--- src/rtl/sdram_pkg.sv ---
// Shared defaults, capture-FSM state type and read-latency helper for the SDRAM read path.
// The latency helper honours SYNC_INPUT_DQ_REG_EN (extra input register stage).
package sdram_pkg;

    localparam int DQ_W_DEF      = 16;
    localparam int BURST_LEN_DEF = 4;
    localparam int CL_DEF        = 2;

    typedef enum logic {
        ST_IDLE = 1'b0,
        ST_CAPT = 1'b1
    } capt_state_e;

    // Read latency in in_clk cycles: two in_clk cycles per SDRAM clock plus board delay.
    function automatic int calc_lat(input int cl, input int capture_ofs);
`ifdef SYNC_INPUT_DQ_REG_EN
        return 2 * cl + capture_ofs + 1;
`else
        return 2 * cl + capture_ofs;
`endif
    endfunction

endpackage

--- src/rtl/sync_input_fifo.sv ---
// Two-entry synchronous FIFO; the head entry is a register driven straight to the outputs.
module sync_input_fifo #(
    parameter int W = 64
) (
    input  logic         clk_i,
    input  logic         rst_ni,
    input  logic         push_i,
    input  logic [W-1:0] data_i,
    input  logic         pop_i,
    output logic         full_o,
    output logic         empty_o,
    output logic [W-1:0] data_o
);

    logic [W-1:0] head_q;
    logic [W-1:0] tail_q;
    logic         head_vld_q;
    logic         tail_vld_q;

    // Head/tail storage; a simultaneous push and pop on a full FIFO shifts and refills.
    always_ff @(posedge clk_i or negedge rst_ni) begin
        if (!rst_ni) begin
            head_q     <= '0;
            tail_q     <= '0;
            head_vld_q <= 1'b0;
            tail_vld_q <= 1'b0;
        end else begin
            case ({push_i, pop_i})
                2'b10: begin
                    if (!head_vld_q) begin
                        head_q     <= data_i;
                        head_vld_q <= 1'b1;
                    end else if (!tail_vld_q) begin
                        tail_q     <= data_i;
                        tail_vld_q <= 1'b1;
                    end else begin
                        tail_q <= tail_q;
                    end
                end
                2'b01: begin
                    head_q     <= tail_q;
                    head_vld_q <= tail_vld_q;
                    tail_vld_q <= 1'b0;
                end
                2'b11: begin
                    if (tail_vld_q) begin
                        head_q <= tail_q;
                        tail_q <= data_i;
                    end else begin
                        head_q     <= data_i;
                        head_vld_q <= 1'b1;
                    end
                end
                default: begin
                    head_q <= head_q;
                end
            endcase
        end
    end

    assign full_o  = tail_vld_q;
    assign empty_o = !head_vld_q;
    assign data_o  = head_q;

endmodule

--- src/rtl/sync_input.sv ---
// DDR read-data capture: tracks reads through the CAS window and assembles each burst into one word.
// Optional build macro SYNC_INPUT_DQ_REG_EN adds an input register on dq_in (one extra cycle of latency).
module sync_input
    import sdram_pkg::*;
#(
    parameter int DQ_W        = DQ_W_DEF,
    parameter int BURST_LEN   = BURST_LEN_DEF,
    parameter int CL          = CL_DEF,
    parameter int CAPTURE_OFS = 1
) (
    input  logic                      in_clk,
    input  logic                      in_rst,
    input  logic                      rd_issue,
    input  logic [DQ_W-1:0]           dq_in,
    output logic [DQ_W*BURST_LEN-1:0] rd_data,
    output logic                      rd_valid,
    input  logic                      rd_ready,
    output logic                      busy,
    output logic                      overflow,
    output logic                      proto_err
);

    localparam int LAT = calc_lat(CL, CAPTURE_OFS);
    localparam int CW  = $clog2(BURST_LEN);
    localparam int WW  = DQ_W * BURST_LEN;
    localparam logic [CW-1:0] LAST_BEAT = CW'(BURST_LEN - 1);

    logic [LAT-1:0]  sr_q;
    logic [LAT-1:0]  sr_d;
    capt_state_e     state_q;
    logic [CW-1:0]   beat_q;
    logic [DQ_W-1:0] beats_q [BURST_LEN-1];
    logic [DQ_W-1:0] dq_s;
    logic [WW-1:0]   word_s;
    logic            tap_s;
    logic            last_s;
    logic            pop_s;
    logic            push_s;
    logic            fifo_full_s;
    logic            fifo_empty_s;

`ifdef SYNC_INPUT_DQ_REG_EN
    logic [DQ_W-1:0] dq_q;

    always_ff @(posedge in_clk or negedge in_rst) begin
        if (!in_rst) begin
            dq_q <= '0;
        end else begin
            dq_q <= dq_in;
        end
    end

    assign dq_s = dq_q;
`else
    assign dq_s = dq_in;
`endif

    // The tap fires one cycle ahead so that beat 0 is sampled in the first CAPT cycle.
    assign sr_d   = {sr_q[LAT-2:0], rd_issue};
    assign tap_s  = sr_q[LAT-2];
    assign last_s = (state_q == ST_CAPT) && (beat_q == LAST_BEAT);
    assign pop_s  = rd_valid && rd_ready;
    assign push_s = last_s && (!fifo_full_s || pop_s);

    always_ff @(posedge in_clk or negedge in_rst) begin
        if (!in_rst) begin
            sr_q <= '0;
        end else begin
            sr_q <= sr_d;
        end
    end

    always_ff @(posedge in_clk or negedge in_rst) begin
        if (!in_rst) begin
            state_q   <= ST_IDLE;
            beat_q    <= '0;
            proto_err <= 1'b0;
            overflow  <= 1'b0;
            for (int i = 0; i < BURST_LEN - 1; i++) begin
                beats_q[i] <= '0;
            end
        end else begin
            case (state_q)
                ST_IDLE: begin
                    beat_q <= '0;
                    if (tap_s) begin
                        state_q <= ST_CAPT;
                    end else begin
                        state_q <= ST_IDLE;
                    end
                end
                ST_CAPT: begin
                    if (beat_q == LAST_BEAT) begin
                        beat_q <= '0;
                        if (tap_s) begin
                            state_q <= ST_CAPT;
                        end else begin
                            state_q <= ST_IDLE;
                        end
                    end else begin
                        beats_q[beat_q] <= dq_s;
                        beat_q          <= beat_q + CW'(1);
                        if (tap_s) begin
                            proto_err <= 1'b1;
                        end else begin
                            proto_err <= proto_err;
                        end
                    end
                end
                default: begin
                    state_q <= ST_IDLE;
                    beat_q  <= '0;
                end
            endcase
            if (last_s && fifo_full_s && !pop_s) begin
                overflow <= 1'b1;
            end else begin
                overflow <= overflow;
            end
        end
    end

    // The last beat bypasses the beat store and goes straight into the FIFO word.
    always_comb begin
        word_s = '0;
        for (int i = 0; i < BURST_LEN - 1; i++) begin
            word_s[i*DQ_W +: DQ_W] = beats_q[i];
        end
        word_s[WW-1 -: DQ_W] = dq_s;
    end

    sync_input_fifo #(
        .W (WW)
    ) u_fifo (
        .clk_i   (in_clk),
        .rst_ni  (in_rst),
        .push_i  (push_s),
        .data_i  (word_s),
        .pop_i   (pop_s),
        .full_o  (fifo_full_s),
        .empty_o (fifo_empty_s),
        .data_o  (rd_data)
    );

    assign rd_valid = !fifo_empty_s;
    assign busy     = (|sr_q) || (state_q == ST_CAPT);

endmodule
--- config.mk ---
export PLATFORM = sky130hd
export DESIGN_NAME = sync_input
export DESIGN_NICKNAME = d
export VERILOG_FILES = /design/src/rtl/sdram_pkg.sv /design/src/rtl/sync_input_fifo.sv /design/src/rtl/sync_input.sv
export SDC_FILE = /design/constraint.sdc
export NUM_CORES = 1
export LEC_CHECK = 0
export CAP_MARGIN = 20
export CORE_ASPECT_RATIO = 1.5
export CORE_UTILIZATION = 25
export CTS_BUF_LIST = sky130_fd_sc_hd__clkbuf_4 sky130_fd_sc_hd__clkbuf_8 sky130_fd_sc_hd__clkbuf_16
export DETAILED_ROUTE_END_ITERATION = 10
export GPL_TIMING_DRIVEN = 0
export SETUP_SLACK_MARGIN = 0.2
export SLEW_MARGIN = 5
export SYNTH_ARGS = -nofsm -noshare
export SYNTH_HDL_FRONTEND = slang
export SYNTH_SLANG_ARGS = --single-unit
--- constraint.sdc ---
create_clock -name in_clk -period 2.83 [get_ports in_clk]
set_input_delay 0.566 -clock in_clk [delete_from_list [all_inputs] [get_ports in_clk]]
set_output_delay 0.566 -clock in_clk [all_outputs]
set_load 0.02 [all_outputs]
* Word level (Yosys, flattened, before mapping)
Cells that the tools add are included.
** Word-level totals
- Register bits after elaboration :: 188
- Input bits :: 20
- Output and inout bits :: 68
- Logic and storage cells :: 64
** Cells by class
- Add/subtract/negate cells :: 1
- Magnitude comparators :: 2
- Eq/ne operators :: 8
- Multiplexer cells :: 18
- Bitwise gates (word level) :: 3
- Reduce and logical (&&, ||, !) cells :: 20
** Operator list (number)
- $mux W64 :: 4
- $pmux W64 S3 :: 1
- $pmux W64 S2 :: 1
- $bwmux W48 :: 1
- $demux W16 S2 :: 1
- $mux W16 :: 1
- $reduce_and A2 Y1 :: 4
- $eq A2 B2 Y1 const B :: 3
- $logic_and A1 B1 Y1 :: 6
- $reduce_and A3 Y1 :: 2
- $reduce_or A5 Y1 :: 1
- $mux W1 :: 4
- $ne A2 B1 Y1 const B :: 2
- $ne A2 B2 Y1 const B :: 2
- $pmux W1 S2 :: 2
- $pmux W2 S2 :: 1
- $reduce_bool A2 Y1 :: 2
- $ge A3 B3 Y1 const B :: 1
- $lt A3 B1 Y1 const B :: 1
- $not A2 Y3 :: 1
- $pmux W1 S3 :: 1
- $reduce_bool A3 Y1 :: 1
- $add A2 B1 Y2 const B :: 1
- $eq A2 B1 Y1 const B :: 1
- other kinds (4) :: 7

* Longest topological paths before layout
- Word-level depth :: 6
- Mapped depth :: 7
- Depth with buffers taken out :: 4

* Hierarchy
From an unflattened synthesis, not the netlist that was laid out.
** Second synthesis, totals
- Cell total of the unflattened synthesis :: 821
- Area total of the unflattened synthesis :: 9439.1 µm²
** Modules (own cells, without submodules)
- sync_input_fifo :: times used 1, cells each 687, area an instance 7079.3 µm², sequential area each 3253.1 µm²
- sync_input :: times used 1, cells each 134, area an instance 2359.8 µm², sequential area each 1451.4 µm²

* Worst setup path before layout
No wires, ideal clock.
- Path kind :: register to register
- Start :: register beat_q[0]
- End :: register u_fifo.tail_q[14]
- Setup time :: 125 ps
- Arrival :: 1596 ps
- Data required time :: 2705 ps
- Path slack :: 1109 ps
- Stages on the path, launching flop included :: 7
- Path buffers :: 2
- Cells stage by stage :: dfrtp_1 > ha_1 > and2_1 > buf_2 > nand3_4 > buf_2 > mux2_2
** On the way
- Word-level cells in the longest chain between the ends :: 6
- Elaborated cells between the ends (all ways) :: 10
- Classes of those cells :: eq/ne: 5; mux: 1; reduce/logical: 4
** Ends and longest elaborated chain
- from (decl) :: RTL line sync_input.sv:31 : logic [CW-1:0] beat_q;
- from (signal assigned) :: RTL line sync_input.sv:102 : beat_q <= beat_q + CW'(1);
- $eq A2 B2 Y1 (*) :: RTL line sync_input.sv:61 : assign last_s = (state_q == ST_CAPT) && (beat_q == LAST_BEAT);
- $logic_and A1 B1 Y1 (*) :: RTL line sync_input.sv:61
- $logic_and A1 B1 Y1 (*) :: RTL line sync_input.sv:63 : assign push_s = last_s && (!fifo_full_s || pop_s);
- $eq A2 B2 Y1 :: RTL line sync_input_fifo.sv:28 : case ({push_i, pop_i})
- $ne A2 B1 Y1 (no source line) or $reduce_bool A2 Y1 (tied branches)
- $reduce_and A3 Y1 (no source line)
- to (signal assigned) :: RTL line sync_input_fifo.sv:34 : tail_q <= data_i;
- to (signal assigned) :: RTL line sync_input_fifo.sv:37 : tail_q <= tail_q;
- to (signal assigned) :: RTL line sync_input_fifo.sv:48 : tail_q <= data_i;
- to (decl) :: RTL line sync_input_fifo.sv:16 : logic [W-1:0] tail_q;
Every way passes the cells marked *; elsewhere a longest branch is shown, timed or not.
A chain may end at the register's enable or synchronous reset.

* Worst setup path after layout
- Start :: register beat_q[0]
- End :: register u_fifo.head_q[50] (netlist: u_fifo.data_o[50])
** On the way
- Word-level cells in the longest chain between the ends :: 6
- Elaborated cells between the ends (all ways) :: 10
- Classes of those cells :: eq/ne: 5; mux: 1; reduce/logical: 4
** Ends and longest elaborated chain
- $eq A2 B2 Y1 (*) :: RTL line sync_input.sv:61
- $logic_and A1 B1 Y1 (*) :: RTL line sync_input.sv:61
- $logic_and A1 B1 Y1 (*) :: RTL line sync_input.sv:63
- $eq A2 B2 Y1 or $eq A2 B1 Y1 (tied branches) :: RTL line sync_input_fifo.sv:28
- $ne A2 B2 Y1 (no source line) or $reduce_bool A3 Y1 (tied branches)
- $reduce_and A2 Y1 (no source line)
- to (signal assigned) :: RTL line sync_input_fifo.sv:31 : head_q <= data_i;
- to (signal assigned) :: RTL line sync_input_fifo.sv:41 : head_q <= tail_q;
- to (signal assigned) :: RTL line sync_input_fifo.sv:47 : head_q <= tail_q;
- to (decl) :: RTL line sync_input_fifo.sv:15 : logic [W-1:0] head_q;
Marks and branches as above.

==> flow_summary.toml <==
[layout]
layout.nets = 855
n_antenna_cell = 0
synthToLayoutAreaGrowth_pct = 24.4
drive_gt1_share_pct = 27.9
seq_area_sq_um = 4700
n_fill_cell = 3467
fin_util_pct = 31.8
multi_input_area_sq_um = 3740

[sta]
finalHoldViolCount = 0
setup_violations = 0
max_freq_mhz = 404
fin_setup_tns_ns = 0
slew_viol_final = 0
period_minus_slack_ns = 2.48
rsz0062_at_grt = "false"
max_slew_margin_pct = 51.4
finalWorstSetupSlack_ns = 0.354
skew_ns = 0.00671
hold_ws_ns = 0.106
finalCritPeriodShare_pct = 87.5
worst_pin_slew_ns = 0.727

[grt]
overflow = 0
antenna_found_initial = 0
grt_first_pass_wirelength_um = 39500
grt_start_max_net_pins = 111
track_usage_pct = 14.7
grt_pass1_vias = 6715

[flow_run]
maxCapViolations = 0

[worst_setup_path]
cp.arrival_ns = 2.81
cp-start-kind = "flop"
reg2regPathDepth = 7
crit_fanout = 10
rrSetupSlack_ns = 0.35
worst_setup_path_end_kind = "flop"
path_class = "reg2reg"
worstPathRequired_ns = 3.17

[floorplan]
die_x_um = 155
pin_count = 88
die_area_sq_um = 35900
rows = 83
die_y_um = 231
start_util_pct = 25.5
core_sq_um = 34400

[yosys]
synth_cell_types = 35
synth_edf_count = 0
async_flop_share_pct = 100
ys_seq_area_share_pct = 53.6
synthCells = 725
ys_ff_latch = 188
synth_warnings = 0
syn_area_per_cell_sq_um = 12.1
syn-num-nets = 749
synth_flop_cell = "dfrtp_1"
syn_area_sq_um = 8770

[detailed_routing]
ant_nets = 0
drc = 0
wirelength_um = 25600
vias = 6477
dr.pass1.iters = 5
vias_per_cell = 4.94
wl_per_cell_um = 19.5
drt_iter0_markers = 334

[clocking]
cts_root_buf = "clkbuf_16"
cts_resized = 0
cts_made_buffers = 17
cts_hold_buf = 0
clkLatencyLatePin_ns = 0.44
clkSinkCount = 188
cts_tree = "yes"
clkTransAtPathRegs_ns = 0.07
htreeDepth = 4
postCtsSetupBuffers = 0
clk_path_buf_depth = 2

[worst_hold_path]
min-delay-path-class = "in2async"

[placed_design]
place_ws_ns = 0.378
port_buffers = 86
routabilityCongestion = 0.784
dp.final_hpwl_um = 17900

[pwr]
swShare_pct = 36.3
power_frac_clock_pct = 20.5
combPwrFrac_pct = 42.0
powerDensity_nw_per_um2 = 1220
p_int_mw = 8.45
ir_drop_mv = 0.535
p_leak_nw = 4.49
p_switching_mw = 4.82
seq_power_share_pct = 37.5
finalPower_mw = 13.3

[outcome]
status = "complete, no violations"
==> area by class of cell <==
| class | count | share of cell area (%) |
|---|---|---|
| Timing Repair Buffer | 87 | 8.18 |
| Clock buffer | 21 | 4.40 |
| Sequential cell | 188 | 43.1 |
| Tap cell | 467 | 5.35 |
| Buffer | 68 | 2.88 |
| Inverter | 4 | 0.138 |
| Clock inverter | 10 | 1.71 |
| Multi-Input combinational cell | 465 | 34.2 |
==> metal layers <==
metal | track usage [%] | wire length, um | part of all wire, % | vias to the layer above
li1 | - | - | - | 2959
met4 | 8.54 | 1270 | 5.0 | 0
met1 | 16.8 | 10200 | 40 | 3314
met2 | 25.4 | 13100 | 51 | 152
met3 | 2.99 | 948 | 3.7 | 52
met5 | 0 | 0 | 0 | -
==> through the flow <==
step	area (sq um)	cells
after global placement	10200	1278
after floorplan	8770	725
after detailed placement	10200	1279
final	10900	1310
after CTS	10900	1310
after global routing	10900	1310
==> path summary, 6_finish.rpt <==
| path | from | endpoint |
|---|---|---|
| setup / recovery | beat_q[0] | u_fifo.data_o[50] |
| hold / removal | in_rst | u_fifo.data_o[2] |
| setup reg to reg | beat_q[0] | u_fifo.data_o[50] |
| hold reg to reg | sr_q[2] | sr_q[3] |
| max in group asynchronous | in_rst | u_fifo.tail_q[32] |
| min in group in_clk | sr_q[2] | sr_q[3] |
==> power by group through the flow <==
stage / Combinational [mW] / Clock, mW / Sequential [mW]
6_report: 5.57 / 2.72 / 4.98
5_1_grt: 6.03 / 2.85 / 5.17
4_1_cts: 5.64 / 2.76 / 4.99
3_5_place_dp: 5.61 / 0 / 5.03
3_3_place_gp: 5.52 / 0 / 4.97
2_1_floorplan: 3.21 / 0 / 5.26
==> placed cells by master (no fill, tap or decap), drive strengths merged, types with 2 or more instances in the layout <==
cell,Yosys,routed
inv,4,4
nand2,8,8
clkdlybuf4s50,0,85
a2bb2oi,5,5
buf,34,36
dfrtp,188,188
nor2,3,3
clkinvlp,0,3
mux2,170,170
a21oi,2,2
o22ai,58,58
and2,4,4
bufinv,0,5
nand3,64,64
ha,4,4
clkinv,0,2
a31oi,5,5
mux2i,7,7
o31ai,58,58
clkbuf,34,55
nor3,64,64
==> flip-flops by register name, indices dropped and copies added (netlist names) <==
register           cells
sr_q                   5
beats_q               48
proto_err              1
beat_q                 2
u_fifo.full_o          1
overflow               1
u_fifo.head_vld_q      1
u_fifo.tail_q         64
u_fifo.data_o         64
state_q                1
==> cells in the mapped netlist, drive strengths merged, types with 2 or more instances <==
| cell | n | area share [%] |
|---|---|---|
| dfrtp | 188 | 54 |
| mux2 | 170 | 22 |
| nand3 | 64 | 3.8 |
| nor3 | 64 | 3.7 |
| o22ai | 58 | 4.1 |
| o31ai | 58 | 5.0 |
| buf | 34 | 2.1 |
| clkbuf | 34 | 1.5 |
| nand2 | 8 | 0.34 |
| mux2i | 7 | 0.80 |
| a2bb2oi | 5 | 0.50 |
| a31oi | 5 | 0.36 |
| and2 | 4 | 0.29 |
| ha | 4 | 0.57 |
| inv | 4 | 0.17 |
| nor2 | 3 | 0.13 |
| a21oi | 2 | 0.11 |
==> worst max-delay path: stages (launching register included) <==
cell and delay [ns]:
dfrtp_1 0.41, ha_1 0.29, nand4bb_1 0.13, clkbuf_1 0.50, buf_2 0.37, clkbuf_1 0.43
nand3_1 0.13, o31ai_1 0.10
==> cell families after synthesis <==
family / share of synthesized area, %
adder cells (fa/ha/maj): 0.571
XOR/XNOR: 0.0999
flip-flops: 53.6
buffers and inverters: 3.75
AND/OR/NAND/NOR: 8.91
AO/OA/AOI/OAI: 10.4
multiplexers: 22.6
Power figures use the tool's default switching activity.
